### src/rtl/freq_divider_bank_pkg.sv
// Shared constants and helpers for the divider bank.
// Slice indexing, minimum divisor and divisor clamping.
package freq_divider_bank_pkg;

  localparam int unsigned MIN_DIV = 2;
  localparam int unsigned MAX_W   = 32;

  // Low bit of channel c inside a packed c*w vector.
  function automatic int unsigned slice_lo(
    input int unsigned c,
    input int unsigned w
  );
    return c * w;
  endfunction

  // Divisors of 0 or 1 cannot produce a period; force them to 2.
  function automatic logic [MAX_W-1:0] clamp_div(
    input logic [MAX_W-1:0] d
  );
    return (d < MAX_W'(MIN_DIV)) ? MAX_W'(MIN_DIV) : d;
  endfunction

endpackage

### src/rtl/freq_div_channel.sv
// One divider channel: phase counter, shadow/active divisor,
// registered clk_o and tick_o, pending flag. WIDTH <= 32.
module freq_div_channel
  import freq_divider_bank_pkg::*;
#(
  parameter int unsigned WIDTH       = 27,
  parameter int unsigned DEFAULT_DIV = 100000000
) (
  input  logic             clk_i,
  input  logic             rst_ni,
  input  logic             en_i,
  input  logic             load_i,
  input  logic [WIDTH-1:0] div_i,
  input  logic             sync_clr_i,
  output logic             clk_o,
  output logic             tick_o,
  output logic             pending_o,
  output logic [WIDTH-1:0] cnt_o
);

  localparam logic [WIDTH-1:0] DEF = WIDTH'(DEFAULT_DIV);
  localparam logic [WIDTH-1:0] ONE = WIDTH'(1);

  logic [WIDTH-1:0] cnt_q, cnt_d;
  logic [WIDTH-1:0] act_q, act_d;
  logic [WIDTH-1:0] sh_q, sh_d;
  logic             clk_q, clk_d;
  logic             tick_q, tick_d;
  logic             pend_q, pend_d;
  logic             wrap;
  logic             bound;

  always_comb begin
    cnt_d  = cnt_q;
    act_d  = act_q;
    sh_d   = sh_q;
    pend_d = pend_q;
    tick_d = 1'b0;
    wrap   = en_i && (cnt_q == (act_q - ONE));
    bound  = 1'b0;

    if (!en_i) begin
      cnt_d = '0;
      bound = 1'b1;
    end else if (sync_clr_i) begin
      cnt_d = '0;
      bound = 1'b1;
    end else if (wrap) begin
      cnt_d  = '0;
      tick_d = 1'b1;
      bound  = 1'b1;
    end else begin
      cnt_d = cnt_q + ONE;
    end

    // Apply the old shadow first; a same-edge load only
    // refills the shadow and waits for the next boundary.
    if (bound && pend_q) begin
      act_d  = sh_q;
      pend_d = 1'b0;
    end

    if (load_i) begin
      sh_d   = WIDTH'(clamp_div(MAX_W'(div_i)));
      pend_d = 1'b1;
    end

    // Compare on next-state values so clk_o tracks cnt_o
    // even on the edge where the divisor changes.
    clk_d = (cnt_d >= (act_d >> 1));
  end

  always_ff @(posedge clk_i or negedge rst_ni) begin
    if (!rst_ni) begin
      cnt_q  <= '0;
      act_q  <= DEF;
      sh_q   <= DEF;
      clk_q  <= 1'b0;
      tick_q <= 1'b0;
      pend_q <= 1'b0;
    end else begin
      cnt_q  <= cnt_d;
      act_q  <= act_d;
      sh_q   <= sh_d;
      clk_q  <= clk_d;
      tick_q <= tick_d;
      pend_q <= pend_d;
    end
  end

  assign clk_o     = clk_q;
  assign tick_o    = tick_q;
  assign pending_o = pend_q;
  assign cnt_o     = cnt_q;

endmodule

### src/rtl/freq_divider_bank.sv
// Bank of NUM_CH independent programmable clock dividers
// sharing clk_100MHz, rst_n and a common sync_clr strobe.
module freq_divider_bank
  import freq_divider_bank_pkg::*;
#(
  parameter int unsigned NUM_CH      = 4,
  parameter int unsigned WIDTH       = 27,
  parameter int unsigned DEFAULT_DIV = 100000000
) (
  input  logic                    clk_100MHz,
  input  logic                    rst_n,
  input  logic [NUM_CH-1:0]       en,
  input  logic [NUM_CH-1:0]       load,
  input  logic [NUM_CH*WIDTH-1:0] div_in,
  input  logic                    sync_clr,
  output logic [NUM_CH-1:0]       clk_out,
  output logic [NUM_CH-1:0]       tick,
  output logic [NUM_CH-1:0]       pending,
  output logic [NUM_CH*WIDTH-1:0] counter
);

  for (genvar c = 0; c < NUM_CH; c++) begin : g_ch
    freq_div_channel #(
      .WIDTH       (WIDTH),
      .DEFAULT_DIV (DEFAULT_DIV)
    ) u_ch (
      .clk_i      (clk_100MHz),
      .rst_ni     (rst_n),
      .en_i       (en[c]),
      .load_i     (load[c]),
      .div_i      (div_in[slice_lo(c, WIDTH) +: WIDTH]),
      .sync_clr_i (sync_clr),
      .clk_o      (clk_out[c]),
      .tick_o     (tick[c]),
      .pending_o  (pending[c]),
      .cnt_o      (counter[slice_lo(c, WIDTH) +: WIDTH])
    );
  end

endmodule

### config.mk
export PLATFORM = sky130hd
export DESIGN_NAME = freq_divider_bank
export DESIGN_NICKNAME = d
export VERILOG_FILES = /design/src/rtl/freq_divider_bank_pkg.sv /design/src/rtl/freq_div_channel.sv /design/src/rtl/freq_divider_bank.sv
export SDC_FILE = /design/constraint.sdc
export NUM_CORES = 1
export LEC_CHECK = 0
export ABC_AREA = 1
export CAP_MARGIN = 20
export CELL_PAD_IN_SITES_DETAIL_PLACEMENT = 0
export CELL_PAD_IN_SITES_GLOBAL_PLACEMENT = 1
export CORE_MARGIN = 2
export CORE_UTILIZATION = 30
export DETAILED_ROUTE_END_ITERATION = 8
export PLACE_DENSITY = 0.66
export RECOVER_POWER = 25
export SYNTH_ARGS = -nofsm -noshare
export SYNTH_HDL_FRONTEND = slang
export SYNTH_SLANG_ARGS = --single-unit
export TNS_END_PERCENT = 20
### constraint.sdc
create_clock -name clk_100MHz -period 9.6 [get_ports clk_100MHz]
set_clock_uncertainty 0.2 [all_clocks]
set_input_delay 1.44 -clock clk_100MHz [delete_from_list [all_inputs] [get_ports clk_100MHz]]
set_output_delay 1.44 -clock clk_100MHz [all_outputs]
set_load 0.02 [all_outputs]
==> results_dict.tcl <==
set metrics [dict create \
    drc_errors 0 \
    grt_max_degree 116 \
    seq_area_mm2 0.00853 \
    final_antenna_net_count 0 \
    min_from "g_ch[2].u_ch.sh_q[22]" \
    cts.path.max_buffers 3 \
    p_per_area_mw_per_mm2 154 \
    pin_count 239 \
    syn-num-nets 3667 \
    synth_cell_type_count 39 \
    ys_warn_count 0 \
    rsz0062_at_grt "false" \
    clk_latency_ps 580 \
    grt_pass1_vias 21400 \
    fin_tns_setup_ps 0 \
    critPathLaunchType "input pin" \
    setup.worst_path.start "rst_n" \
    avgSynthCellArea_um2 6.83 \
    htree_levels 2 \
    hold_viol 0 \
    fmax_mhz 149 \
    critPathArrivalTime_ps 6490 \
    die-height_um 284 \
    worstPathCellList "clkbuf_1, clkbuf_1" \
    ys_ff_latch 336 \
    fin_nets 3847 \
    worstPathMaxFanout 65 \
    post_cts_buffers 0 \
    ys_seq_area_share_pct 36.3 \
    synth_area_leaders "dfrtp_1 (26%), nand2_1 (17%), dfstp_2 (11%)" \
    yosysTopAreaCell "dfrtp_1" \
    fin_cells 4692 \
    gp_congestion 0.877 \
    critical_path_required_ps 9390 \
    synth_top_area_share_pct 25.6 \
    clkSlewWorstSetupHoldPaths_ps 60 \
    end_kind "asynchronous set/reset pin" \
    max_cap_viol_count 6 \
    num_rows 102 \
    synthCells 3436 \
    report.power.total_uw 4330 \
    path_buf_inv 2 \
    die_area_mm2 0.0805 \
    hpwl_um 60100 \
    grt_pass1_wl_um 122000 \
    nFillCells 8485 \
    status "finished, violations left" \
    slowest_stage "clkbuf_1" \
    hold_buffers 0 \
    cp_common_cell "clkbuf_1" \
    grt_use_total_pct 19.0 \
    hold_path_class "reg -> reg" \
    multiInputGateArea_mm2 0.0128 \
    vias_per_cell 4.60 \
    fin_crit_ps 6700 \
    leakagePower_uw 0.0136 \
    area_delta_synth_final_pct 19.9 \
    dp.cells 4611 \
    start_util_pct 30.3 \
    finalCritPeriodShare_pct 69.8 \
    root_buffer "clkbuf_16" \
    port_buffers 238 \
    violations "max-capacitance violations, max-slew violations" \
    dr_total_vias 21600 \
    tightest_slew_ps 3800 \
    detail_route.wl_per_cell_um 16.4 \
    drtIter0Drc 1229 \
    cts_buffers 43 \
    worstSetupPathType "in -> async" \
    die_w_um 284 \
    slowest_delay_ps 2620 \
    ir_drop_uv 114 \
    post_dp_cell_area_mm2 0.0267 \
    slew_viol_final 338 \
    grt_overflow 0 \
    cts_resized 0 \
    coreArea_mm2 0.0775 \
    stdcell_area_mm2 0.0281 \
    finish.utilization_pct 36.3 \
    max_slew_margin_pct -154 \
    cts_sinks 336 \
    wirelength_um 77100 \
    antenna_found_initial 2 \
    crit_family "buffers and inverters" \
    synthesis.area_mm2 0.0235 \
    setup-violations-final 0 \
    reg2reg_from "g_ch[0].u_ch.act_q[5]" \
    first_pass_iters 5 \
    tritoncts "built" \
    drive_gt1_share_pct 5.53 \
]
-- cell usage in the layout (no fill, tap or decap), drive strengths merged, types with 27 or more instances in the layout --
master,count
clkbuf,67
nand3b,27
dfstp,96
clkdlybuf4s50,233
xnor2,53
ha,112
xor2,119
dfrtp,240
nand3,361
nand4,76
o21ai,155
inv,422
nor2,432
nand2,1047
a21oi,58
nor3,61
-- Yosys cell counts --
master     number
a211oi_1        4
a21o_1          3
a21oi_1        58
a221oi_1        1
a31oi_1         3
and2_1          7
and3_1          1
buf_2          50
buf_4          17
clkbuf_1       53
clkinv_1        3
dfrtp_1       240
dfstp_2        96
ha_1          112
inv_1         421
nand2_1      1044
nand2_2         3
nand3_1       355
nand3_2         6
nand3b_1       27
nand4_1        76
nor2_1        423
nor2_2          8
nor2_4          1
nor3_1         60
nor3_2          1
nor3b_1         2
nor4_1         16
o2111ai_1       4
o211ai_1        1
o21a_1          3
o21ai_0       154
o21ai_1         1
o21bai_1        6
o22ai_1         2
o31ai_1         1
or2_2           1
xnor2_1        53
xor2_1        119
-- power breakdown --
group	switching, uW	total [uW]	internal (uW)
Sequential	147	1710	1570
Combinational	612	945	333
Clock	665	1670	1010
Total	1420	4330	2910
-- state kept, by name, indices dropped and copies added (netlist names) --
| register | flops |
|---|---|
| g_ch.u_ch.clk_o | 4 |
| g_ch.u_ch.sh_q | 108 |
| g_ch.u_ch.tick_o | 4 |
| g_ch.u_ch.act_q | 108 |
| g_ch.u_ch.cnt_o | 108 |
| g_ch.u_ch.pending_o | 4 |
-- final timing paths --
path                                     endpoint  slack, ps  depth (start not counted)
setup reg to reg               g_ch[0].u_ch.clk_o       3930                         27
setup / recovery            g_ch[0].u_ch.sh_q[12]       2900                          2
hold / removal             g_ch[2].u_ch.act_q[22]        280                          2
hold reg to reg            g_ch[2].u_ch.act_q[22]        280                          2
min in group asynchronous  g_ch[2].u_ch.cnt_o[22]       1960                          1
max in group clk_100MHz        g_ch[3].u_ch.clk_o       3830                         17
-- cell type report --
type	count	area share, %
antenna	1	0.00889
clock inverter	19	0.769
tap	1040	4.62
sequential	336	30.3
multi-input combinational	2556	45.4
clock buffer	61	4.39
timing repair buffer	255	8.87
inverter	424	5.66
-- kinds of logic after synthesis --
kind of cell    after synthesis  share of synthesized area [%]
simple gates               2031                           36.6
buf+inv                     544                           9.24
flops                       336                           36.3
compound gates              241                           5.44
xor+xnor                    172                           6.42
fa+ha+maj                   112                           5.97
-- per-layer routing --
layer | share of wire (%) | track usage (%)
met5 | 0.017 | 0
met4 | 1.8 | 4.42
met3 | 4.0 | 2.85
met2 | 45 | 30.4
met1 | 49 | 26.9
-- metrics by stage --
step	setup slack (ps)	hold WS [ps]
floorplan	5590	250
finish	2900	280
global route	1680	296
detailed placement	3070	274
global placement	3180	267
CTS	3680	281
Note: power is estimated with default switching activity, not from simulation.
